[config.mk]
export PLATFORM = sky130hd
export DESIGN_NAME = access_ctrl_fsm_param
export DESIGN_NICKNAME = d
export VERILOG_FILES = /design/src/rtl/access_ctrl_fsm_param.sv
export SDC_FILE = /design/constraint.sdc
export NUM_CORES = 1
export LEC_CHECK = 0
export BUFFER_PORTS_ARGS = -buffer_cell sky130_fd_sc_hd__buf_2
export CORE_MARGIN = 3
export CORE_UTILIZATION = 60
export CTS_BUF_LIST = sky130_fd_sc_hd__clkbuf_4
export DETAILED_ROUTE_END_ITERATION = 7
export PLACE_DENSITY = 0.85
export SETUP_SLACK_MARGIN = 0.1
export SLEW_MARGIN = 20
export SYNTH_ARGS = -nofsm -noshare
export SYNTH_HDL_FRONTEND = slang
export SYNTH_SLANG_ARGS = --single-unit
[constraint.sdc]
create_clock -name clk -period 3.2 [get_ports clk]
set_input_delay 0.16 -clock clk [delete_from_list [all_inputs] [get_ports clk]]
set_output_delay 0.16 -clock clk [all_outputs]
set_load 0.02 [all_outputs]
[src/rtl/access_ctrl_fsm_param.sv]
`default_nettype none
// ============================================================================
// Module   : access_ctrl_fsm_param
// Purpose  : RAM-backed password gate with login, password change, failure
//            counting and timed lockout. All outputs are registered.
// Revision : 1.0
// ============================================================================
module access_ctrl_fsm_param #(
  parameter int PW_W           = 16,
  parameter int ADDR_W         = 16,
  parameter int MAX_FAILS      = 4,
  parameter int LOCKOUT_CYCLES = 1024,
  parameter int MEM_LAT        = 1
) (
  input  logic              clk,
  input  logic              rst,
  input  logic [PW_W-1:0]   data_in,
  input  logic              data_in_load,
  input  logic [1:0]        mode_in,
  input  logic              logout,
  input  logic [PW_W-1:0]   mem_rdata,
  output logic [ADDR_W-1:0] mem_addr,
  output logic              mem_wren,
  output logic [PW_W-1:0]   mem_wdata,
  output logic              access_grant,
  output logic              locked,
  output logic              busy,
  output logic              err,
  output logic [3:0]        fail_count
);

  localparam int c_LAT_W  = $clog2(MEM_LAT + 1);
  localparam int c_LOCK_W = $clog2(LOCKOUT_CYCLES) + 1;

  localparam logic [c_LAT_W-1:0]  c_LAT_LAST  = c_LAT_W'(MEM_LAT);
  localparam logic [c_LAT_W-1:0]  c_LAT_ONE   = c_LAT_W'(1);
  localparam logic [c_LOCK_W-1:0] c_LOCK_LOAD = c_LOCK_W'(LOCKOUT_CYCLES - 1);
  localparam logic [c_LOCK_W-1:0] c_LOCK_ONE  = c_LOCK_W'(1);
  localparam logic [3:0]          c_MAX_FAILS = 4'(MAX_FAILS);

  typedef enum logic [2:0] {
    ST_IDLE    = 3'd0,
    ST_READ    = 3'd1,
    ST_GET_PW  = 3'd2,
    ST_CHECK   = 3'd3,
    ST_GRANTED = 3'd4,
    ST_GET_NEW = 3'd5,
    ST_WRITE   = 3'd6,
    ST_LOCKOUT = 3'd7
  } state_t;

  state_t              r_state,     w_state;
  logic [c_LAT_W-1:0]  r_lat_cnt,   w_lat_cnt;
  logic [c_LOCK_W-1:0] r_lock_cnt,  w_lock_cnt;
  logic [ADDR_W-1:0]   r_addr,      w_addr;
  logic                r_change,    w_change;
  logic [PW_W-1:0]     r_stored_pw, w_stored_pw;
  logic [PW_W-1:0]     r_user_pw,   w_user_pw;
  logic [PW_W-1:0]     r_wdata,     w_wdata;
  logic [3:0]          r_fails,     w_fails;
  logic                r_err,       w_err;
  logic                r_grant,     w_grant;
  logic                r_locked,    w_locked;
  logic                r_busy,      w_busy;
  logic                r_wren,      w_wren;

  always_ff @(posedge clk or negedge rst) begin
    if (!rst) begin
      r_state     <= ST_IDLE;
      r_lat_cnt   <= '0;
      r_lock_cnt  <= '0;
      r_addr      <= '0;
      r_change    <= 1'b0;
      r_stored_pw <= '0;
      r_user_pw   <= '0;
      r_wdata     <= '0;
      r_fails     <= '0;
      r_err       <= 1'b0;
      r_grant     <= 1'b0;
      r_locked    <= 1'b0;
      r_busy      <= 1'b0;
      r_wren      <= 1'b0;
    end else begin
      r_state     <= w_state;
      r_lat_cnt   <= w_lat_cnt;
      r_lock_cnt  <= w_lock_cnt;
      r_addr      <= w_addr;
      r_change    <= w_change;
      r_stored_pw <= w_stored_pw;
      r_user_pw   <= w_user_pw;
      r_wdata     <= w_wdata;
      r_fails     <= w_fails;
      r_err       <= w_err;
      r_grant     <= w_grant;
      r_locked    <= w_locked;
      r_busy      <= w_busy;
      r_wren      <= w_wren;
    end
  end

  always_comb begin
    w_state     = r_state;
    w_lat_cnt   = r_lat_cnt;
    w_lock_cnt  = r_lock_cnt;
    w_addr      = r_addr;
    w_change    = r_change;
    w_stored_pw = r_stored_pw;
    w_user_pw   = r_user_pw;
    w_wdata     = r_wdata;
    w_fails     = r_fails;
    w_err       = 1'b0;

    case (r_state)
      ST_IDLE: begin
        if (data_in_load) begin
          if (mode_in[1]) begin
            w_err = 1'b1;
          end else begin
            w_addr    = data_in[ADDR_W-1:0];
            w_change  = mode_in[0];
            w_fails   = '0;
            w_lat_cnt = '0;
            w_state   = ST_READ;
          end
        end
      end

      // mem_addr becomes valid one cycle into READ, so the capture lands
      // MEM_LAT cycles after the RAM first sees the address.
      ST_READ: begin
        if (r_lat_cnt == c_LAT_LAST) begin
          w_stored_pw = mem_rdata;
          w_state     = ST_GET_PW;
        end else begin
          w_lat_cnt = r_lat_cnt + c_LAT_ONE;
        end
      end

      ST_GET_PW: begin
        if (data_in_load) begin
          w_user_pw = data_in;
          w_state   = ST_CHECK;
        end
      end

      ST_CHECK: begin
        if (r_user_pw == r_stored_pw) begin
          w_state = r_change ? ST_GET_NEW : ST_GRANTED;
        end else begin
          w_err   = 1'b1;
          w_fails = r_fails + 4'd1;
          if (w_fails == c_MAX_FAILS) begin
            w_lock_cnt = c_LOCK_LOAD;
            w_state    = ST_LOCKOUT;
          end else begin
            w_state = ST_GET_PW;
          end
        end
      end

      ST_GRANTED: begin
        if (logout) begin
          w_fails = '0;
          w_state = ST_IDLE;
        end
      end

      ST_GET_NEW: begin
        if (data_in_load) begin
          w_wdata = data_in;
          w_state = ST_WRITE;
        end
      end

      ST_WRITE: begin
        w_state = ST_IDLE;
      end

      ST_LOCKOUT: begin
        if (r_lock_cnt == '0) begin
          w_fails = '0;
          w_state = ST_IDLE;
        end else begin
          w_lock_cnt = r_lock_cnt - c_LOCK_ONE;
        end
      end

      default: begin
        w_state = ST_IDLE;
      end
    endcase

    // Status flags are decoded from the next state so they change on the
    // same edge as the state itself.
    w_grant  = (w_state == ST_GRANTED);
    w_locked = (w_state == ST_LOCKOUT);
    w_busy   = (w_state != ST_IDLE);
    w_wren   = (w_state == ST_WRITE);
  end

  assign mem_addr     = r_addr;
  assign mem_wren     = r_wren;
  assign mem_wdata    = r_wdata;
  assign access_grant = r_grant;
  assign locked       = r_locked;
  assign busy         = r_busy;
  assign err          = r_err;
  assign fail_count   = r_fails;

endmodule
`default_nettype wire
# --- Word-level counts from Yosys, hierarchy flattened ---
# Cells that the tools add are included.
totals:
  reg_bits: 89
  latchBits: 0
  ram_bits: 0
  mem_bits_ro: 0
  input_bits: 38
  output_inout_bits: 41
  word_cells: 79
  n_memories: 0
classes:
  addsub: 3
  multipliers: 0
  div: 0
  magnitude_cmp: 0
  n_eq_ne: 19
  n_shift: 0
  muxes: 29
  bitwise: 1
  reduce_logical: 13
ops:
  columns: ["cell", "n"]
  rows:
  - ["$mux 11", 3]
  - ["$mux 3", 9]
  - ["$pmux 3 s8", 1]
  - ["$pmux 11 s2", 1]
  - ["$eq 3x3->1 const B", 7]
  - ["$mux 4", 5]
  - ["$eq 16x16->1", 1]
  - ["$pmux 4 s4", 1]
  - ["$ne 2x2->1 const B", 7]
  - ["$logic_not 11->1", 1]
  - ["$sub 11x1->11 const B", 1]
  - ["$mux 1", 7]
  - ["$eq 3x2->1 const B", 2]
  - ["$reduce_and 2->1", 3]
  - ["$reduce_and 3->1", 2]
  - ["$reduce_and 6->1", 1]
  - ["$add 4x1->4 const B", 1]
  - ["$eq 4x3->1 const B", 1]
  - ["$pmux 1 s2", 2]
  - ["$reduce_and 4->1", 1]
  - ["$reduce_bool 2->1", 2]
  - ["$reduce_bool 4->1", 1]
  - ["$eq 3x1->1 const B", 1]
  - ["$logic_not 3->1", 1]
  - ["3 further kinds", 3]

# --- Longest topological paths before layout ---
depth:
  word_depth: 6
  mapped_depth: 8
  depth_no_buf: 8

# --- Worst setup path after synthesis ---
# No wires, ideal clock.
synth_path:
  path_kind: "register to register"
  from: "register r_stored_pw[9]"
  to: "register r_busy (netlist: busy)"
  setup_ns: 0.131
  arrival_ns: 1.966
  required_ns: 3.069
  setup_slack_ns: 1.103
  stages_incl_launch_ff: 7
  path_buffers: 0
  period_less_slack_ns: 2.097
  path_cell_list: "dfrtp_1 xor2_1 nor4_4 nand4_4 and2_4 or3_4 or3_1"
synth_between:
  elab_chain_cells: 4
synth_rtl:
  columns: ["item", "line", "rtl"]
  rows:
  - ["start: declaration", "57", "logic [PW_W-1:0] r_stored_pw, w_stored_pw;"]
  - ["start signal: assignment", "89", "r_stored_pw <= w_stored_pw;"]
  - ["$eq 16x16->1", "147", "if (r_user_pw == r_stored_pw) begin"]
  - ["$mux 3", "147", null]
  - ["$pmux 3 s8", "113", "case (r_state)"]
  - ["net w_state[1]", "52", "state_t r_state, w_state;"]
  - ["$reduce_bool 3->1", "197", "w_busy = (w_state != ST_IDLE);"]
  - ["net w_busy", "64", "logic r_busy, w_busy;"]
  - ["end signal: assignment", "96", "r_busy <= w_busy;"]
  - ["end: declaration", "64", null]
# The timed path passes the listed nets, and every way through them passes these cells.
# A chain may end at the register's enable or synchronous reset.

# --- Worst setup path in the final report ---
layout_path:
  from: "register r_fails[0] (netlist: fail_count[0])"
  to: "register r_lock_cnt[0]"
layout_between:
  elab_chain_cells: 4
layout_rtl:
  columns: ["item", "line", "rtl"]
  rows:
  - ["start: declaration", "60", "logic [3:0] r_fails, w_fails;"]
  - ["start signal: assignment", "92", "r_fails <= w_fails;"]
  - ["$add 4x1->4", "151", "w_fails = r_fails + 4'd1;"]
  - ["$eq 4x3->1", "152", "if (w_fails == c_MAX_FAILS) begin"]
  - ["$ne 2x2->1 (no line)", null, null]
  - ["$reduce_and 4->1 (no line)", null, null]
  - ["end signal: assignment", "86", "r_lock_cnt <= w_lock_cnt;"]
  - ["end: declaration", "54", "logic [c_LOCK_W-1:0] r_lock_cnt, w_lock_cnt;"]
# No other way between the ends.

==> impl_metrics.json <==
{
  "place.gp.congestion": 0.875,
  "first_global_vias": 3162,
  "synth-compound-area-share_pct": 4.91,
  "synth_cells": 329,
  "cts_sinks": 89,
  "synth_fp_nets": 371,
  "worstPathRequired_ns": 3.59,
  "r2r-start": "fail_count[0]",
  "p_leak_uw": 0.00241,
  "rsz0062_at_grt": "no",
  "synth_top_family_by_area": "simple AND/OR/NAND/NOR gates",
  "reg2reg_to": "r_lock_cnt[0]",
  "finish.utilization_pct": 80.5,
  "start_util_pct": 64.4,
  "crit_path_max_fanout": 8,
  "r2r_setup_slack_ns": 0.88,
  "cts_root_buf": "clkbuf_4",
  "pwr_density_cell_nw_per_um2": 936,
  "synth.distinct_cells": 47,
  "antenna_found_initial": 0,
  "die_area_um2": 7590,
  "io_pins": 79,
  "yosys.area.top_type_share_pct": 56.4,
  "cts_made_buffers": 9,
  "yosys-top-cells-area": "dfrtp_1 56%, mux2_2 9.1%, nand2_1 6.3%",
  "fmax_mhz": 431,
  "routedWlPerCell_um": 17.2,
  "hold_ws_ns": 0.0284,
  "vias": 2921,
  "synth_xor_area_share_pct": 5.10,
  "timing.final.max_slew_violations": 0,
  "yosysTopAreaCell": "dfrtp_1",
  "yosys_warnings": 0,
  "synthFlopType": "dfrtp_1",
  "area_growth_syn_to_layout_pct": 25.1,
  "track_usage_pct": 26.4,
  "drt_iter0_markers": 135,
  "coreArea_um2": 6130,
  "viasPerCell": 5.53,
  "r2r_cells": 5,
  "vdd_drop_max_v": 0.000648,
  "synth.most_common_cell": "dfrtp_1",
  "synthesis.area_um2": 3950,
  "synth.mux.area_fraction_pct": 14.5,
  "port_buffers": 78,
  "synth_seq_area_share_pct": 56.4,
  "synthTopCellsByCount": "89 x dfrtp_1, 66 x nand2_1, 32 x mux2_2, 22 x xor2_1, 19 x mux2_1",
  "setup-tns-final_ns": 0,
  "worst_slew_pin_slew_ns": 0.763,
  "grt-ovfl-total": 0,
  "insertion_delay_ns": 0.45,
  "dp_hpwl_um": 5750,
  "ant_nets": 0,
  "hold_start": "data_in_load",
  "holdCritPathClass": "in -> reg",
  "setup_viol": 0,
  "cts.repair.resized": 0,
  "min_to": "err",
  "hold_viol": 0,
  "regArea_um2": 2230,
  "cts_max_path_buffers": 2,
  "synth_fa_ha_area_share_pct": 1.27,
  "cap_violations": 0,
  "clkTransAtPathRegs_ns": 0.15,
  "layout_min_cycle_time_ns": 2.32,
  "dr.pass1.iters": 4,
  "fin_skew_ns": 0.0220,
  "antennaDiodeCount": 0,
  "status": "complete, no violations",
  "cts_setup_buffers": 0,
  "grt_pass1_wl_um": 15100,
  "routed_wl_um": 9100,
  "synth_seq_cells": 89,
  "syn_area_per_cell_um2": 12.0,
  "power_uw": 4620,
  "arrival_ns": 2.71,
  "cts.htree.levels": 3,
  "fp.dieW_um": 87.1,
  "drive_gt1_share_pct": 31.6,
  "multi_input_area_um2": 1680,
  "end_kind": "flop",
  "cts_tree": "yes",
  "fin_crit_sh_pct": 72.5,
  "nFillCells": 364,
  "grt_max_degree": 90,
  "slew_headroom_pct": 49.2,
  "fp.dieH_um": 87.1,
  "synth_enable_flop_cells": 0,
  "nNetsFinal": 490,
  "crit_path_start_kind": "flop",
  "whs_path_depth": 3,
  "crit_type": "reg -> reg",
  "synthSimpleGateAreaFrac_pct": 16.3,
  "drc": 0,
  "fp-row-count": 28,
  "async_flop_share_pct": 100
}
[cells by family after synthesis]
logic type                 after synthesis
adders and majority gates                4
and+or+nand+nor                        117
buffers and inverters                   14
AOI/OAI and AO/OA                       31
xor gates and xnor gates                23
muxes                                   51
DFF                                     89
[per-stage QoR]
stage | setup slack [ns] | std cells | instance area [um^2]
finish | 0.879 | 528 | 4940
global route | 0.747 | 528 | 4940
CTS | 0.929 | 528 | 4930
detailed placement | 0.962 | 478 | 4440
global placement | 0.997 | 478 | 4440
floorplan | 1.10 | 329 | 3950
[what timing repair did]
action,in CTS,in global routing
hold buffers,34,0
endpoints found under the hold margin,154,0
setup endpoints to repair,0,0
[state kept, by name, summed over array words and instances (netlist names)]
| name | flops |
|---|---|
| r_user_pw | 16 |
| access_grant | 1 |
| mem_wren | 1 |
| fail_count | 4 |
| mem_addr | 16 |
| r_lock_cnt | 11 |
| busy | 1 |
| r_state | 3 |
| mem_wdata | 16 |
| r_lat_cnt | 1 |
| r_change | 1 |
| r_stored_pw | 16 |
| locked | 1 |
| err | 1 |
[report_power, final]
group / internal, uW / switching, uW / leakage, uW
Clock: 259 / 409 / 0.0000795
Sequential: 1620 / 407 / 0.00111
Combinational: 848 / 1070 / 0.00123
[how the worst max path moves through the flow]
stage,from,to,slack (ns),depth (start not counted)
2_1_floorplan,r_stored_pw[9],busy,1.10,6
3_5_place_dp,r_stored_pw[12],busy,0.96,6
3_3_place_gp,r_stored_pw[12],busy,1.0,6
6_report,fail_count[0],r_lock_cnt[0],0.88,5
5_1_grt,fail_count[0],r_lock_cnt[0],0.75,5
4_1_cts,fail_count[0],r_lock_cnt[0],0.93,5
[layer usage]
| layer | part of all wire [%] | GRT usage (%) | wire [um] | vias up |
|---|---|---|---|---|
| met5 | 0 | 0 | 0 | - |
| met4 | 2.4 | 12.0 | 221 | 0 |
| met3 | 4.7 | 4.64 | 430 | 19 |
| met2 | 52 | 46.0 | 4760 | 92 |
| met1 | 41 | 31.9 | 3690 | 1436 |
| li1 | - | - | - | 1374 |
[placed cells by master (no fill, tap or decap), types with 3 or more instances in the layout]
master and instances:
nor3_1 3, clkbuf_4 10, buf_2 77, a21oi_1 6, nand4_1 3, inv_1 5
ha_1 4, buf_4 4, nor2_1 12, o21ai_0 11, mux2_1 19, nand2_1 66
nand3_1 6, dfrtp_1 89, dlygate4sd3_1 34, mux2_2 32, nor4_4 5, xor2_1 22
[layout make-up]
| cell class | count | area share [%] |
|---|---|---|
| multi-input cells | 226 | 34.0 |
| repair buffers | 116 | 15.5 |
| well taps | 75 | 1.90 |
| inverters | 6 | 0.456 |
| clock buffers | 10 | 1.52 |
| clock inverters | 6 | 1.52 |
| flip-flops and latches | 89 | 45.1 |
[worst max-delay path, stage by stage, from the launching register on]
cell	delay, ns
dfrtp_1	0.48
ha_1	0.28
o41ai_1	0.63
nand4_1	0.46
nand2_1	0.24
mux2_2	0.17
(Power assumes the default switching activity.)
